==> config.mk <==
export PLATFORM = sky130hd
export DESIGN_NAME = regdst_track
export DESIGN_NICKNAME = d
export VERILOG_FILES = /design/src/rtl/regdst_pkg.sv /design/src/rtl/regdst_hazard_port.sv /design/src/rtl/regdst_track.sv
export SDC_FILE = /design/constraint.sdc
export NUM_CORES = 1
export LEC_CHECK = 0
export ABC_AREA = 1
export CORE_ASPECT_RATIO = 0.7
export CORE_MARGIN = 2
export CORE_UTILIZATION = 25
export DETAILED_ROUTE_END_ITERATION = 8
export SLEW_MARGIN = 25
export SYNTH_ARGS = -nofsm -noshare
export SYNTH_HDL_FRONTEND = slang
export SYNTH_SLANG_ARGS = --single-unit
==> constraint.sdc <==
create_clock -name clk -period 1.79 [get_ports clk]
set_input_delay 0.537 -clock clk [delete_from_list [all_inputs] [get_ports clk]]
set_output_delay 0.537 -clock clk [all_outputs]
set_load 0.05 [all_outputs]
==> src/rtl/regdst_pkg.sv <==
// Shared types and constants for the destination-register tracker.
package regdst_pkg;

    localparam logic [3:0]  REGDST_MAX_WRITE = 4'd3;
    localparam int unsigned REGDST_AW        = 5;
    localparam int unsigned REGDST_TW        = 2;

    typedef struct packed {
        logic [REGDST_AW-1:0] a3;
        logic [REGDST_TW-1:0] tnew;
        logic                 cond;
    } track_entry_t;

endpackage

==> src/rtl/regdst_hazard_port.sv <==
// Per-read-port hazard check: stall term and forward select over all tracked stages.
module regdst_hazard_port #(
    parameter int unsigned STAGES = 3,
    parameter int unsigned AW     = 5,
    parameter int unsigned TW     = 2,
    parameter int unsigned FSW    = $clog2(STAGES + 1)
) (
    input  logic [AW-1:0]        addr_i,
    input  logic [TW-1:0]        tuse_i,
    input  logic [STAGES*AW-1:0] st_a3_i,
    input  logic [STAGES*TW-1:0] st_tnew_i,
    output logic                 stall_o,
    output logic [FSW-1:0]       fwd_o
);

    logic found;

    always_comb begin
        stall_o = 1'b0;
        fwd_o   = '0;
        found   = 1'b0;
        for (int k = 0; k < int'(STAGES); k++) begin
            logic          m;
            logic [TW-1:0] tn;
            m  = (addr_i != '0) && (st_a3_i[k*AW +: AW] == addr_i);
            tn = st_tnew_i[k*TW +: TW];
            if (m && (tn > tuse_i)) begin
                stall_o = 1'b1;
            end
            // Youngest match owns the forward decision; older stages are shadowed.
            if (m && !found) begin
                found = 1'b1;
                if (tn == '0) begin
                    fwd_o = FSW'(k + 1);
                end
            end
        end
    end

endmodule

==> src/rtl/regdst_track.sv <==
// Destination-register tracker: shifts {a3, tnew, cond} from E onward and drives stall/forwarding.
module regdst_track
    import regdst_pkg::*;
#(
    parameter int unsigned STAGES = 3,
    parameter int unsigned AW     = REGDST_AW,
    parameter int unsigned TW     = REGDST_TW,
    parameter int unsigned FSW    = $clog2(STAGES + 1)
) (
    input  logic                 clk,
    input  logic                 reset,
    input  logic                 flush,
    input  logic                 stall,
    input  logic [AW-1:0]        d_a3,
    input  logic [3:0]           d_regdst,
    input  logic [TW-1:0]        d_tnew,
    input  logic                 d_cond,
    input  logic                 e_cond_true,
    input  logic [AW-1:0]        rs_addr,
    input  logic [AW-1:0]        rt_addr,
    input  logic [TW-1:0]        rs_tuse,
    input  logic [TW-1:0]        rt_tuse,
    output logic [STAGES*AW-1:0] st_a3,
    output logic [STAGES*TW-1:0] st_tnew,
    output logic                 stall_req,
    output logic [FSW-1:0]       fwd_rs,
    output logic [FSW-1:0]       fwd_rt
);

    if (AW != REGDST_AW || TW != REGDST_TW) begin : g_width_check
        $error("regdst_track: AW/TW must match the regdst_pkg entry widths");
    end

    track_entry_t stage_q [STAGES];
    track_entry_t stage_d [STAGES];

    logic [AW-1:0] a3_in;
    logic          cond_in;
    logic          stall_rs;
    logic          stall_rt;

    assign a3_in   = (d_regdst <= REGDST_MAX_WRITE) ? d_a3 : '0;
    assign cond_in = d_cond & (a3_in != '0);

    always_comb begin
        for (int k = 0; k < int'(STAGES); k++) begin
            stage_d[k] = '0;
        end
        if (!stall) begin
            stage_d[0].a3   = a3_in;
            stage_d[0].tnew = d_tnew;
            stage_d[0].cond = cond_in;
        end
        for (int k = 1; k < int'(STAGES); k++) begin
            stage_d[k].a3   = stage_q[k-1].a3;
            stage_d[k].tnew = (stage_q[k-1].tnew == '0) ? '0 : stage_q[k-1].tnew - 1'b1;
            stage_d[k].cond = 1'b0;
        end
        // A conditional write that resolved false drops its destination on leaving E.
        if (stage_q[0].cond && !e_cond_true) begin
            stage_d[1].a3 = '0;
        end
    end

    always_ff @(posedge clk) begin
        if (reset || flush) begin
            for (int k = 0; k < int'(STAGES); k++) begin
                stage_q[k] <= '0;
            end
        end else begin
            for (int k = 0; k < int'(STAGES); k++) begin
                stage_q[k] <= stage_d[k];
            end
        end
    end

    always_comb begin
        st_a3   = '0;
        st_tnew = '0;
        for (int k = 0; k < int'(STAGES); k++) begin
            st_a3[k*AW +: AW]   = stage_q[k].a3;
            st_tnew[k*TW +: TW] = stage_q[k].tnew;
        end
    end

    regdst_hazard_port #(
        .STAGES (STAGES),
        .AW     (AW),
        .TW     (TW),
        .FSW    (FSW)
    ) u_port_rs (
        .addr_i    (rs_addr),
        .tuse_i    (rs_tuse),
        .st_a3_i   (st_a3),
        .st_tnew_i (st_tnew),
        .stall_o   (stall_rs),
        .fwd_o     (fwd_rs)
    );

    regdst_hazard_port #(
        .STAGES (STAGES),
        .AW     (AW),
        .TW     (TW),
        .FSW    (FSW)
    ) u_port_rt (
        .addr_i    (rt_addr),
        .tuse_i    (rt_tuse),
        .st_a3_i   (st_a3),
        .st_tnew_i (st_tnew),
        .stall_o   (stall_rt),
        .fwd_o     (fwd_rt)
    );

    assign stall_req = stall_rs | stall_rt;

endmodule

==> flow_summary_export.csv, run 1 <==
group,metric,value,unit
setup_path,timing.critical_path.to_type,"primary output",
synth,number_of_standard_cells_after_synthesis,255,
final_layout,largestRegisters,"stage_q x22",
worst_hold_path,hold_class,"register to register",
die,die_height,72.8,um
clock_tree,number_of_buffers_created_by_cts,3,
timing,period_minus_slack,2180,ps
grt,antenna_found_initial,0,
die,fp.dieW,102,um
setup_path,worst_reg_to_reg_setup_slack,570,ps
place,gp_routability_congestion,0.835,
final_layout,top_register,"stage_q",
timing,skew,10.1,ps
clock_tree,clock_latency,270,ps
timing,finalMaxSlewViolations,0,
synth,syn_nets,300,
timing,achievable-frequency,0.459,GHz
synth,number_of_synthesized_register_bits,22,
timing,final_hold_viol_count,0,
synth,yosysUniqueCellTypes,17,
timing,hold_slack,487,ps
power_and_ir_drop,irDropWorstVdd,0.000247,V
outcome,violations,"negative setup slack",
place,dpl.hpwl,3860,um
route,routed-via-count,1693,
clock_tree,cts_tree,"yes",
power_and_ir_drop,total_power,1340,uW
setup_path,critPathMostFrequentCell,"sky130_fd_sc_hd__nand2_2",
setup_path,delay_contributed_by_the_slowest_stage_of_the_critical_path,210,ps
power_and_ir_drop,power_per_cell_area,428,nW/um^2
power_and_ir_drop,leakagePower,0.00133,uW
timing,layout_worst_path_cycle_share,122,%
route,route.detailed.drc,0,
die,rows,25,
timing,setup_slack,-387,ps
setup_path,cp_num_buf_inv,3,
final_layout,fill_cells,670,
synth,mappedNetlistArea,1690,sq um
die,design.core.area,6630,sq um
setup_path,critical_path.max_fanout,3,
synth,synth_area_leader_cell,"sky130_fd_sc_hd__dfxtp_1",
timing,remaining_max_slew_budget_at_the_tightest_pin,60.3,%
route,vias_per_cell,4.05,
die,initial_core_util,25.5,%
die,dieArea,7440,sq um
synth,ys_top_cells_by_area,"sky130_fd_sc_hd__dfxtp_1 26%, sky130_fd_sc_hd__nand2_1 13%, sky130_fd_sc_hd__ha_1 10%",
clock_tree,cts_h_tree_depth,1,
synth,ys_warns,0,
final_layout,syn_to_final_growth,84.7,%
timing,unrepaired_setup_endpoints_after_global_routing,"true",
final_layout,final_cell_count_no_fill,418,
final_layout,finish.net_count,370,
place,placement.io_buffers,54,
timing,tightest_slew,590,ps
final_layout,drive_gt1_share,52.5,%
setup_path,setup.worst_path.start_class,"input pin",
place,placed_cells,413,
final_layout,number_of_flip_flops_in_the_largest_register,22,
grt,grt_start_max_net_pins,14,
grt,global_route_wire_length_before_repair,7580,um
clock_tree,clk_pin_slew_worst_paths,90,ps
clock_tree,clock_sink_count,22,
clock_tree,clock-root-buffer,"sky130_fd_sc_hd__clkbuf_8",
route,route.detailed.wl_per_inst,11.5,um
grt,first_global_vias,1662,
grt,grt_usage,13.2,%
grt,global_route.overflow_total,0,
synth,synth.avg_cell_area,6.62,sq um
setup_path,critical_path_cell_by_cell,"buf_8 -> buf_6 -> xnor2_2 -> nand2_2 -> nor3_4 -> nor2_1 -> nand2_2 -> nand2_4 -> buf_12",
synth,synth_seq_area_share,26.1,%
setup_path,critical_path_class,"input pin to primary output",
setup_path,cp_top_family,"simple AND/OR/NAND/NOR gates",
final_layout,antennaDiodeCount,0,
clock_tree,clk_path_buf_depth,2,
route,drtPass1Iterations,4,
synth,synth.top_cell.area_share,26.1,%
route,drt.antenna.violating_nets,0,
setup_path,crit_required,1250,ps
setup_path,arrival,1640,ps
timing,setup_violations,5,
flow_run,drv.max_cap_violation_count,0,
route,wl,4800,um
outcome,status,"complete, but fails checks",
setup_path,crit_slowest_cell,"sky130_fd_sc_hd__nor3_4",
route,drt_first_iter_violations,38,
die,io_pins,57,
==> cell families (layout without fill, tap and decap cells) <==
| kind of cell | after synthesis | count (layout) | synth area share (%) |
|---|---|---|---|
| adder cells (fa/ha/maj) | 14 | 14 | 10.4 |
| buffers and inverters | 63 | 132 | 18.7 |
| XOR/XNOR | 21 | 21 | 10.9 |
| flip-flops | 22 | 22 | 26.1 |
| AO/OA/AOI/OAI | 12 | 12 | 3.56 |
| AND/OR/NAND/NOR | 123 | 123 | 30.4 |
==> final timing paths <==
| path | from | to | depth (start not counted) |
|---|---|---|---|
| worst min-delay path | stage_q[0][15] | stage_q[0][23] | 2 |
| worst max-delay path | rs_addr[0] | fwd_rs[1] | 9 |
| worst max register to register | stage_q[0][2] | stage_q[0][10] | 5 |
| worst min register to register | stage_q[0][15] | stage_q[0][23] | 2 |
==> what timing repair did <==
item,4_1_cts,5_1_grt
pin swaps,35,26
hold buffers,0,0
buffers inserted,1,1
endpoints found under the setup margin,5,5
resized for setup,103,48
==> cell type report <==
cell class	instances	area, sq um	share of cell area (%)
Clock inverter	1	30.0	0.963
Timing Repair Buffer	86	1040	33.5
Sequential cell	22	468	15.0
Inverter	42	175	5.62
Clock buffer	3	41.3	1.32
Tap cell	94	118	3.77
Multi-Input combinational cell	170	1240	39.9
==> per-layer routing <==
| layer | vias up | GRT usage, % | part of all wire (%) |
|---|---|---|---|
| met5 | - | 0 | 0 |
| met4 | 0 | 3.85 | 1.7 |
| met3 | 11 | 2.68 | 4.6 |
| met2 | 48 | 19.8 | 44 |
| met1 | 741 | 19.0 | 50 |
| li1 | 893 | - | - |
==> cells in the mapped netlist <==
cell / n
sky130_fd_sc_hd__a21oi_1: 8
sky130_fd_sc_hd__nor2_2: 7
sky130_fd_sc_hd__buf_4: 21
sky130_fd_sc_hd__nand2_1: 59
sky130_fd_sc_hd__inv_2: 8
sky130_fd_sc_hd__or2_2: 1
sky130_fd_sc_hd__ha_1: 14
sky130_fd_sc_hd__nor3_1: 8
sky130_fd_sc_hd__nor2_1: 34
sky130_fd_sc_hd__nand3_1: 10
sky130_fd_sc_hd__dfxtp_1: 22
sky130_fd_sc_hd__xnor2_1: 16
sky130_fd_sc_hd__xor2_1: 5
sky130_fd_sc_hd__inv_1: 34
sky130_fd_sc_hd__nand4_1: 2
sky130_fd_sc_hd__nand2_2: 2
sky130_fd_sc_hd__o21ai_0: 4
==> through the flow <==
step,instance area (sq um),setup WS [ps],TNS [ps],util [%]
2_1_floorplan,1810,-121,-208,-
3_3_place_gp,2820,-792,-3920,42.5
3_5_place_dp,2820,-838,-4110,42.5
4_1_cts,2980,-393,-1760,44.9
5_1_grt,3120,-440,-2020,47.0
6_report,3120,-387,-1740,47.0
==> power by group <==
| group | internal (uW) | switching [uW] | total [uW] |
|---|---|---|---|
| clock network | 299 | 170 | 469 |
| registers | 490 | 5.99 | 496 |
| logic | 184 | 188 | 372 |
==> tightest hold or removal path, stage by stage (launching register included) <==
cell,delay (ps)
sky130_fd_sc_hd__dfxtp_2,350
sky130_fd_sc_hd__inv_1,70
sky130_fd_sc_hd__nor2_1,40
==> cell usage in the layout (no fill, tap or decap), drive strengths merged <==
master         Yosys  routed
or2                1       1
clkdlybuf4s50      0      14
o21ai              4       4
nor2              41      41
bufinv             0       1
dfxtp             22      22
nand2             61      61
nor3               8       8
xor2               5       5
xnor2             16      16
ha                14      14
buf               21      72
inv               42      42
a21oi              8       8
clkbuf             0       3
nand4              2       2
nand3             10      10
(Power assumes the default switching activity.)
==> inputs of run 2 (changes only) <==
Settings changed: CAP_MARGIN set to 20.
==> results of run 2 <==
Final layout, timing and power as in run 1 (identical DEF).
==> inputs of run 3 (changes only) <==
Settings changed: CORE_MARGIN 2 to unset.
==> flow_summary_export.csv, run 3 (synthesis results as in run 1) <==
group,metric,value,unit
die,design.core.area,6370,sq um
die,initial_core_util,26.5,%
timing,setup_slack,-435,ps
clock_tree,cts_h_tree_depth,1,
timing,setup_tns,-1870,ps
route,wl,4870,um
setup_path,r2r-start,"stage_q[0][10]",
die,fp.dieW,100,um
place,detailedPlace.worstSlack,-799,ps
final_layout,largestRegisters,"stage_q x22",
worst_hold_path,hold_class,"register to register",
setup_path,timing.critical_path.to_type,"primary output",
timing,achievable-frequency,0.449,GHz
die,rows,24,
setup_path,crit_required,1250,ps
route,route.detailed.wl_per_inst,11.8,um
timing,setup_violations,5,
final_layout,number_of_flip_flops_in_the_largest_register,22,
setup_path,worstSetupEndpoint,"fwd_rs[1]",
final_layout,fill_cells,624,
setup_path,setup.worst_path.start_class,"input pin",
timing,unrepaired_setup_endpoints_after_global_routing,"true",
clock_tree,clk_path_buf_depth,2,
final_layout,drive_gt1_share,50.5,%
outcome,violations,"negative setup slack",
final_layout,top_register,"stage_q",
place,dpl.hpwl,3830,um
grt,grt_usage,13.6,%
timing,layout_worst_path_cycle_share,124,%
timing,final_hold_viol_count,0,
clock_tree,clk_pin_slew_worst_paths,80,ps
place,gp_routability_congestion,0.872,
setup_path,arrival,1690,ps
power_and_ir_drop,irDropWorstVdd,0.000221,V
route,route.detailed.drc,0,
route,drt_first_iter_violations,68,
final_layout,leading_cell_types_in_the_layout_fill_and_taps_excluded,"47 x sky130_fd_sc_hd__nand2_1, 29 x sky130_fd_sc_hd__buf_4, 27 x sky130_fd_sc_hd__buf_12",
outcome,status,"complete, but fails checks",
die,dieArea,7090,sq um
worst_hold_path,timing.hold.worst_path_depth,2,
place,placedInstanceArea,2820,sq um
route,routed-via-count,1727,
grt,global_route_wire_length_before_repair,7650,um
setup_path,critical_path.startpoint,"rs_addr[1]",
clock_tree,holdBufCountCts,0,
route,drt.antenna.violating_nets,0,
die,die_height,70.8,um
timing,tightest_slew,580,ps
grt,antenna_found_initial,0,
flow_run,drv.max_cap_violation_count,0,
timing,skew,4.28,ps
clock_tree,clock-root-buffer,"sky130_fd_sc_hd__clkbuf_8",
place,placement.io_buffers,54,
clock_tree,cts_tree,"yes",
grt,first_global_vias,1637,
setup_path,critical_path_class,"input pin to primary output",
setup_path,regToRegEndpoint,"stage_q[0][18]",
timing,remaining_max_slew_budget_at_the_tightest_pin,60.9,%
final_layout,postLayoutCellArea,3070,sq um
setup_path,critical_path.max_fanout,3,
setup_path,ff2ff_path_depth,5,
grt,global_route.overflow_total,0,
clock_tree,number_of_buffers_created_by_cts,3,
final_layout,syn_to_final_growth,81.8,%
setup_path,worst_reg_to_reg_setup_slack,530,ps
timing,period_minus_slack,2220,ps
clock_tree,clock_sink_count,22,
final_layout,commonest_non_fill_non_tap_cell_in_the_layout,"sky130_fd_sc_hd__nand2_1",
power_and_ir_drop,power_per_cell_area,436,nW/um^2
route,drtPass1Iterations,4,
power_and_ir_drop,leakagePower,0.00130,uW
route,vias_per_cell,4.17,
timing,finalMaxSlewViolations,0,
die,io_pins,57,
grt,grt_start_max_net_pins,14,
clock_tree,clock_latency,270,ps
final_layout,finish.net_count,369,
final_layout,antennaDiodeCount,0,
[run 3: critical path, cell delays in order]
cell,delay (ps)
sky130_fd_sc_hd__buf_8,100
sky130_fd_sc_hd__buf_6,110
sky130_fd_sc_hd__nor2_4,110
sky130_fd_sc_hd__nand2_2,50
sky130_fd_sc_hd__nor2_2,150
sky130_fd_sc_hd__nor2_2,80
sky130_fd_sc_hd__nand2_2,90
sky130_fd_sc_hd__inv_2,50
sky130_fd_sc_hd__nor2_2,90
sky130_fd_sc_hd__nand2_2,100
sky130_fd_sc_hd__nand2_4,90
sky130_fd_sc_hd__buf_12,130
[run 3: worst min path at each step]
stage | start | end
final | stage_q[0][15] | stage_q[0][23]
after floorplan | stage_q[0][9] | stage_q[0][17]
after global placement | stage_q[0][11] | stage_q[0][19]
after detailed placement | stage_q[0][11] | stage_q[0][19]
after global routing | stage_q[0][15] | stage_q[0][23]
after CTS | stage_q[0][11] | stage_q[0][19]
[run 3: area by class of cell]
| type | instances | area (sq um) | share of cell area, % |
|---|---|---|---|
| sequential | 22 | 457 | 14.9 |
| clock buffer | 3 | 41.3 | 1.34 |
| inverter | 42 | 165 | 5.38 |
| timing repair buffer | 85 | 1030 | 33.5 |
| multi-input combinational | 170 | 1240 | 40.3 |
| clock inverter | 1 | 30.0 | 0.978 |
| tap | 91 | 114 | 3.71 |
[run 3: power breakdown]
part	leakage [uW]	internal (uW)	switching [uW]
sequential	0.000184	494	5.99
clock	0.0000357	299	175
combinational	0.00108	178	185
[run 3: repair_timing]
item / 4_1_cts / 5_1_grt
resized for setup: 81 / 54
setup buffers: 1 / 0
pin swaps: 26 / 28
endpoints found under the setup margin: 5 / 5
[run 3: stage by stage]
step | hold slack (ps) | instances | total power, uW | util (%)
5_1_grt | 537 | 414 | 1400 | 48.2
4_1_cts | 530 | 414 | 1310 | 45.7
2_1_floorplan | 421 | 255 | 671 | -
3_5_place_dp | 513 | 410 | 832 | 44.2
6_report | 505 | 414 | 1340 | 48.2
3_3_place_gp | 497 | 410 | 827 | 44.2
[run 3: layer usage]
layer	vias to the layer above	track usage, %	part of all wire (%)
li1	893	-	-
met4	0	2.58	1.7
met5	-	0	0
met3	8	3.16	5.6
met2	48	21.0	46
met1	778	19.5	47
